`config.mk`:
```
export PLATFORM = sky130hd
export DESIGN_NAME = canvas_painter_flat
export DESIGN_NICKNAME = d
export VERILOG_FILES = /design/src/rtl/canvas_painter_if.sv /design/src/rtl/canvas_painter.sv /design/src/flat_wrapper.sv
export SDC_FILE = /design/constraint.sdc
export NUM_CORES = 1
export LEC_CHECK = 0
export BUFFER_PORTS_ARGS = -buffer_cell sky130_fd_sc_hd__clkbuf_2
export CAP_MARGIN = 15
export CELL_PAD_IN_SITES_DETAIL_PLACEMENT = 0
export CELL_PAD_IN_SITES_GLOBAL_PLACEMENT = 1
export CORE_MARGIN = 3
export CORE_UTILIZATION = 35
export DETAILED_ROUTE_END_ITERATION = 12
export PLACE_DENSITY_LB_ADDON = 0.1
export SYNTH_ARGS = -nofsm -noshare
export SYNTH_HDL_FRONTEND = slang
export SYNTH_SLANG_ARGS = --single-unit
```
`constraint.sdc`:
```
create_clock -name clk -period 2.9 [get_ports clk]
set_input_delay 0.58 -clock clk [delete_from_list [all_inputs] [get_ports clk]]
set_output_delay 0.58 -clock clk [all_outputs]
set_load 0.01 [all_outputs]
```
`src/rtl/canvas_painter_if.sv`:
```
// Command handshake between the brush controller and canvas_painter.
// Requests are levels; op_ack pulses once per completed operation.
interface canvas_painter_if #(
  parameter int COORD_W = 3
);
  logic [2:0]         colour_in;
  logic               paint_enable;
  logic [COORD_W-1:0] cursor_x;
  logic [COORD_W-1:0] cursor_y;
  logic               stroke_req;
  logic               clear_req;
  logic               op_ack;
  logic               busy;

  modport master (
    output colour_in,
    output paint_enable,
    output cursor_x,
    output cursor_y,
    output stroke_req,
    output clear_req,
    input  op_ack,
    input  busy
  );

  modport slave (
    input  colour_in,
    input  paint_enable,
    input  cursor_x,
    input  cursor_y,
    input  stroke_req,
    input  clear_req,
    output op_ack,
    output busy
  );
endinterface

```
`src/rtl/canvas_painter.sv`:
```
// Pixel canvas: single-pixel strokes, full clears, registered read port.
// Storage is flop-based so reset can blank every entry in one edge.
module canvas_painter #(
  parameter int COORD_W = 3
) (
  input  logic               clk,
  input  logic               rst,
  canvas_painter_if.slave    cmd,
  input  logic [COORD_W-1:0] rd_x,
  input  logic [COORD_W-1:0] rd_y,
  output logic [2:0]         rd_pixel
);

  localparam int AW    = 2 * COORD_W;
  localparam int DEPTH = 1 << AW;

  typedef enum logic [1:0] {
    IDLE,
    PAINT,
    CLEAR,
    DONE
  } state_t;

  state_t          state;
  logic [AW-1:0]   clr_cnt;
  logic [AW-1:0]   lat_addr;
  logic [2:0]      lat_col;
  logic            lat_en;
  logic            op_ack_q;
  logic            busy_q;

  logic [2:0]      mem [DEPTH];

  logic            we;
  logic [AW-1:0]   waddr;
  logic [2:0]      wdata;

  assign cmd.op_ack = op_ack_q;
  assign cmd.busy   = busy_q;

  always_comb begin
    we    = 1'b0;
    waddr = lat_addr;
    wdata = lat_col;
    unique case (state)
      PAINT: we = lat_en;
      CLEAR: begin
        we    = 1'b1;
        waddr = clr_cnt;
        wdata = 3'b000;
      end
      default: ;
    endcase
  end

  always_ff @(posedge clk) begin
    if (rst) begin
      state    <= IDLE;
      clr_cnt  <= '0;
      lat_addr <= '0;
      lat_col  <= '0;
      lat_en   <= 1'b0;
      op_ack_q <= 1'b0;
      busy_q   <= 1'b0;
    end else begin
      op_ack_q <= 1'b0;
      unique case (state)
        IDLE: begin
          if (cmd.clear_req) begin
            state   <= CLEAR;
            clr_cnt <= '0;
            busy_q  <= 1'b1;
          end else if (cmd.stroke_req) begin
            state    <= PAINT;
            lat_addr <= {cmd.cursor_y, cmd.cursor_x};
            lat_col  <= cmd.colour_in;
            lat_en   <= cmd.paint_enable;
            busy_q   <= 1'b1;
          end
        end
        PAINT: begin
          state    <= DONE;
          op_ack_q <= 1'b1;
        end
        CLEAR: begin
          clr_cnt <= clr_cnt + 1'b1;
          if (clr_cnt == '1) begin
            state    <= DONE;
            op_ack_q <= 1'b1;
          end
        end
        DONE: begin
          state  <= IDLE;
          busy_q <= 1'b0;
        end
        default: begin
          state  <= IDLE;
          busy_q <= 1'b0;
        end
      endcase
    end
  end

  // Read samples the pre-write value; a same-edge write shows next cycle.
  always_ff @(posedge clk) begin
    if (rst) begin
      for (int i = 0; i < DEPTH; i++) begin
        mem[i] <= 3'b000;
      end
      rd_pixel <= 3'b000;
    end else begin
      rd_pixel <= mem[{rd_y, rd_x}];
      if (we) begin
        mem[waddr] <= wdata;
      end
    end
  end

endmodule

```
`src/flat_wrapper.sv`:
```
// flat-port wrapper written by rule: the top's interface ports become plain ports
module canvas_painter_flat 
#(
  parameter int COORD_W = 3
)
  (clk, rst, rd_x, rd_y, rd_pixel, cmd_colour_in, cmd_paint_enable, cmd_cursor_x, cmd_cursor_y, cmd_stroke_req, cmd_clear_req, cmd_op_ack, cmd_busy);
  canvas_painter_if #(.COORD_W(COORD_W)) cmd_i ();
  input  logic clk;
  input  logic rst;
  input  logic [COORD_W-1:0] rd_x;
  input  logic [COORD_W-1:0] rd_y;
  output logic [2:0] rd_pixel;
  input wire logic [$bits(cmd_i.colour_in)-1:0] cmd_colour_in;
  input wire logic [$bits(cmd_i.paint_enable)-1:0] cmd_paint_enable;
  input wire logic [$bits(cmd_i.cursor_x)-1:0] cmd_cursor_x;
  input wire logic [$bits(cmd_i.cursor_y)-1:0] cmd_cursor_y;
  input wire logic [$bits(cmd_i.stroke_req)-1:0] cmd_stroke_req;
  input wire logic [$bits(cmd_i.clear_req)-1:0] cmd_clear_req;
  output wire logic [$bits(cmd_i.op_ack)-1:0] cmd_op_ack;
  output wire logic [$bits(cmd_i.busy)-1:0] cmd_busy;
  assign cmd_i.colour_in = cmd_colour_in;
  assign cmd_i.paint_enable = cmd_paint_enable;
  assign cmd_i.cursor_x = cmd_cursor_x;
  assign cmd_i.cursor_y = cmd_cursor_y;
  assign cmd_i.stroke_req = cmd_stroke_req;
  assign cmd_i.clear_req = cmd_clear_req;
  assign cmd_op_ack = cmd_i.op_ack;
  assign cmd_busy = cmd_i.busy;
  canvas_painter #(.COORD_W(COORD_W)) u_core (.clk(clk), .rst(rst), .cmd(cmd_i), .rd_x(rd_x), .rd_y(rd_y), .rd_pixel(rd_pixel));
endmodule
```
Yosys cells after proc, flatten, opt, wreduce, memory -nomap -nowiden
Memory sizes are Yosys's and may differ from the RTL's. A register that Yosys moved wholly into a read port is not among the register bits.
Cells that the tools add are included.
{ "totals": {"ff_bits": 20, "n_memories": 1, "ram_bits": 192} }
{ "classes": {"addsub": 1, "eq_ne": 7, "bitwise": 1, "n_reduce_logical": 8, "n_mux": 22} }
{ "mem_list": {"columns": ["name", "words", "width", "read_ports", "rd_clocked_by_memory_dff", "wr", "line", "source"], "rows": [
  ["u_core.mem", 64, 3, 1, 1, 64, "canvas_painter.sv:32", "logic [2:0] mem [DEPTH];"]
]} }
{ "op_table": {"columns": ["op", "count"], "rows": [
  ["two-way mux 6 bit", 3],
  ["one-hot mux 6 bit (2 select lines)", 1],
  ["two-way mux 1 bit", 9],
  ["one-hot mux 2 bit (4 select lines)", 1],
  ["adder 6 x 1 -> 6 bit, second input constant", 1],
  ["== test 6 bit, second input constant", 1],
  ["two-way mux 2 bit", 3],
  ["two-way mux 3 bit", 2],
  ["one-hot mux 1 bit (2 select lines)", 3],
  ["AND reduction 2 bit", 3],
  ["== test 2 bit, second input constant", 2],
  ["nonzero test 2 bit", 2],
  ["!= test 3 bit, second input constant", 1],
  ["AND reduction 3 bit", 1],
  ["OR reduction 3 bit", 1],
  ["== test 2 x 1 -> 1 bit, second input constant", 1],
  ["zero test 2 bit", 1],
  ["!= test 2 x 1 -> 1 bit, second input constant", 1],
  ["!= test 2 bit, second input constant", 1],
  ["NOT 1 bit", 1]
]} }

Depth between registers and ports, before layout
{ "depth": {"depth_word": 7, "depth_mapped": 10, "ltp_nobuf": 7} }

Least setup slack after synthesis
No wires, ideal clock.
{ "synth_timing": {"path_type": "flip-flop to flip-flop", "from": "reg u_core.state[0]", "to": "mem u_core.mem[6][0] (enable)", "path_buffers": 2, "stages_incl_launch_ff": 9, "path_slack_ns": 0.679, "synth_period_minus_slack_ns": 2.221, "t_arrival_ns": 1.895, "cell_sequence": "dfxtp_1 > inv_1 > ha_1 > nand2b_1 > or2_1 > buf_6 > or3_1 > buf_6 > o21bai_1"} }
{ "synth_rtl": {"columns": ["element", "line", "source"], "rows": [
  ["start, declared", "canvas_painter.sv:24", "state_t state;"],
  ["start signal, assigned", "canvas_painter.sv:58", "state <= IDLE;"],
  ["start signal, assigned", "canvas_painter.sv:70", "state <= CLEAR;"],
  ["start signal, assigned", "canvas_painter.sv:74", "state <= PAINT;"],
  ["end, declared", "canvas_painter.sv:32", null]
]} }

==> impl_metrics.json <==
{
  "firstDrtPassIters": 5,
  "dieWidth_um": 178,
  "drt_iter0_markers": 428,
  "p_int_w": 0.00600,
  "finalCriticalPeriod_ns": 2.64,
  "h-tree-depth": 1,
  "clkSinkCount": 215,
  "ys_seq_area_frac": 0.600,
  "tightest_slew_ns": 0.935,
  "numPortBuffers": 24,
  "clock_latency_ns": 0.53,
  "synthCells": 837,
  "synthArstFlopShare": 0,
  "multi_input_area_um2": 3810,
  "cp-end-kind": "flip-flop",
  "leakage_nw": 4.19,
  "ant_nets": 0,
  "viasPerCell": 5.30,
  "cts.hold.buffers_added": 0,
  "dpl.hpwl_um": 19600,
  "nNetsFinal": 888,
  "core_area_um2": 28900,
  "cts_tree": "built",
  "rsz0062_at_grt": "no",
  "synth_cell_types": 47,
  "maxCapViolations": 0,
  "area_growth_pct": 14.2,
  "drc": 0,
  "worstPathArrival_ns": 2.86,
  "pin_count": 25,
  "vdd_drop_max_uv": 344,
  "maxSlewViolCount": 0,
  "setup_tns_ns": 0,
  "register_area_um2": 6230,
  "clkPwrFrac": 0.427,
  "power_w": 0.00803,
  "cp_max_fo": 23,
  "die_y_um": 178,
  "p_seq_frac": 0.444,
  "grtUsageTotal": 0.182,
  "worstHoldPathCells": 3,
  "avgRoutedWirePerCell_um": 22.5,
  "vias": 6701,
  "yosysWarnings": 0,
  "ys.flop_type": "edfxtp_1",
  "syn-cell-area_um2": 10400,
  "timing.fmax_mhz": 379,
  "rr_worst_depth": 7,
  "cts_inserted_buffers": 26,
  "avgSynthCellArea_um2": 12.4,
  "path_clk_slew_ns": 0.06,
  "row_count": 62,
  "hold_viol_final": 0,
  "initial_core_util": 0.359,
  "finalCritPeriodShare": 0.911,
  "finalSetupViolCount": 0,
  "gp_congestion": 0.819,
  "instances_no_fill": 1265,
  "power_density_nw_per_um2": 677,
  "required_ns": 3.12,
  "synth-seq-cells": 215,
  "hold_class": "primary input to flip-flop",
  "drive_above_1_share": 0.180,
  "comb_power_share": 0.129,
  "status": "finished clean",
  "antenna_found_initial": 0,
  "grt_pass1_vias": 6998,
  "synth_edf_count": 192,
  "fp.dieArea_um2": 31800,
  "clockBufferDepth": 3,
  "ctsResizeCount": 0,
  "n_fill_cell": 2702,
  "diodes": 0,
  "skew_ns": 0.0134,
  "crit_type": "flip-flop to flip-flop",
  "relSlewSlack": 0.377,
  "switching_share": 0.252,
  "grt_pass1_wl_um": 42800,
  "grt_overflow": 0,
  "p_switching_w": 0.00202,
  "syn-num-nets": 864,
  "wl_um": 28400,
  "dp.cells": 1217,
  "start_kind": "flip-flop",
  "grt_max_degree": 84,
  "cts_setup_buffers": 0,
  "cts_root_buffer": "clkbuf_16"
}
cell families (layout without fill, tap and decap cells):
logic type,count (synthesis),after routing,synth area share
AND/OR/NAND/NOR,400,400,0.174
flip-flops,215,215,0.600
multiplexers,76,76,0.133
AO/OA/AOI/OAI,71,71,0.0490
buffers and inverters,65,109,0.0329
adder cells (fa/ha/maj),7,7,0.00844
XOR/XNOR,3,3,0.00253
power groups by stage:
stage	combinational (W)	sequential (W)	clock [W]
floorplan	0.000718	0.00361	0
global placement	0.00103	0.00363	0
detailed placement	0.00105	0.00363	0
CTS	0.00105	0.00357	0.00351
global route	0.00112	0.00358	0.00362
finish	0.00104	0.00357	0.00343
synthesized netlist by cell type, types with 5 or more instances:
cell type | n | share of area
a21o_1 | 30 | 0.022
a21oi_1 | 6 | 0.0029
a22oi_1 | 6 | 0.0043
buf_2 | 30 | 0.014
buf_6 | 7 | 0.0076
clkbuf_1 | 18 | 0.0065
dfxtp_1 | 23 | 0.044
edfxtp_1 | 192 | 0.56
ha_1 | 7 | 0.0084
inv_1 | 5 | 0.0018
mux2_2 | 12 | 0.013
mux2i_1 | 18 | 0.017
mux4_1 | 8 | 0.020
mux4_2 | 37 | 0.080
nand2_1 | 52 | 0.019
nand2b_1 | 36 | 0.022
nand3_1 | 33 | 0.016
nand4_1 | 6 | 0.0036
nor2_1 | 219 | 0.079
nor2b_1 | 11 | 0.0066
nor3_1 | 18 | 0.0087
nor3b_1 | 5 | 0.0036
o211ai_1 | 6 | 0.0043
o21ai_0 | 6 | 0.0029
o21bai_1 | 5 | 0.0036
area by class of cell:
class	count	area share
inverters	5	0.00158
clock inverters	17	0.0178
clock buffers	31	0.0583
well taps	384	0.0405
repair buffers	56	0.0346
multi-input cells	557	0.322
flip-flops and latches	215	0.525
registers in the layout, indices dropped and copies added, names as in the netlist:
signal             cells
u_core.state           2
u_core.cmd.op_ack      1
u_core.lat_en          1
u_core.lat_addr        6
u_core.lat_col         3
u_core.clr_cnt         6
u_core.rd_pixel        3
u_core.mem           192
u_core.cmd.busy        1
worst max-delay path: stages, from the launching register on:
cell and delay, ns:
dfxtp_1 0.34, inv_1 0.13, ha_1 0.35, buf_12 0.22
mux2_2 0.49, nor2_1 0.39, nand2_1 0.22, nand2b_1 0.19
layer usage:
metal  wire length, µm  global-route usage  vias to the layer above  share of wire
met5                 0                   0                        -              0
met4               931              0.0588                        0          0.033
met3              1350              0.0213                       55          0.047
li1                  -                   -                     3089              -
met2             14100               0.313                      189           0.50
met1             12100               0.240                     3368           0.42
stage by stage:
step / setup WS (ns) / instance area (µm²) / hold slack [ns] / util
final: 0.259 / 11900 / 0.289 / 0.410
after global placement: 0.310 / 11000 / 0.474 / 0.378
after global routing: 0.0936 / 11900 / 0.277 / 0.410
after CTS: 0.256 / 11900 / 0.269 / 0.410
after detailed placement: 0.260 / 11000 / 0.483 / 0.378
after floorplan: 0.679 / 10400 / 0.464 / -
layout by cell type (no fill, tap or decap), types with 5 or more instances in the layout:
cell type and count:
ha_1 7, mux4_2 37, o21bai_1 5, a21o_1 30
nor2b_1 11, a22oi_1 6, mux2_2 12, nand3_1 33
o211ai_1 6, nor3b_1 5, clkbuf_16 27, inv_1 5
dfxtp_1 23, nor3_1 18, nand4_1 6, nand2b_1 36
a21oi_1 6, clkinv_2 6, bufinv_16 5, o21ai_0 6
clkbuf_2 24, mux2i_1 18, nand2_1 52, mux4_1 8
nor2_1 219, buf_4 28, edfxtp_1 192
final timing paths:
| kind | start | end | slack, ns |
|---|---|---|---|
| setup / recovery | u_core.state[0]$_SDFFE_PP0P_ | u_core.mem[12][0]$_SDFFCE_PN0P_ | 0.26 |
| hold reg to reg | u_core.cmd.busy$_SDFFE_PP0P_ | u_core.cmd.busy$_SDFFE_PP0P_ | 0.49 |
| setup reg to reg | u_core.state[0]$_SDFFE_PP0P_ | u_core.mem[12][0]$_SDFFCE_PN0P_ | 0.26 |
| hold / removal | cmd_cursor_x[1] | u_core.lat_addr[1]$_SDFFE_PP0P_ | 0.29 |
Power figures use the tool's default switching activity.
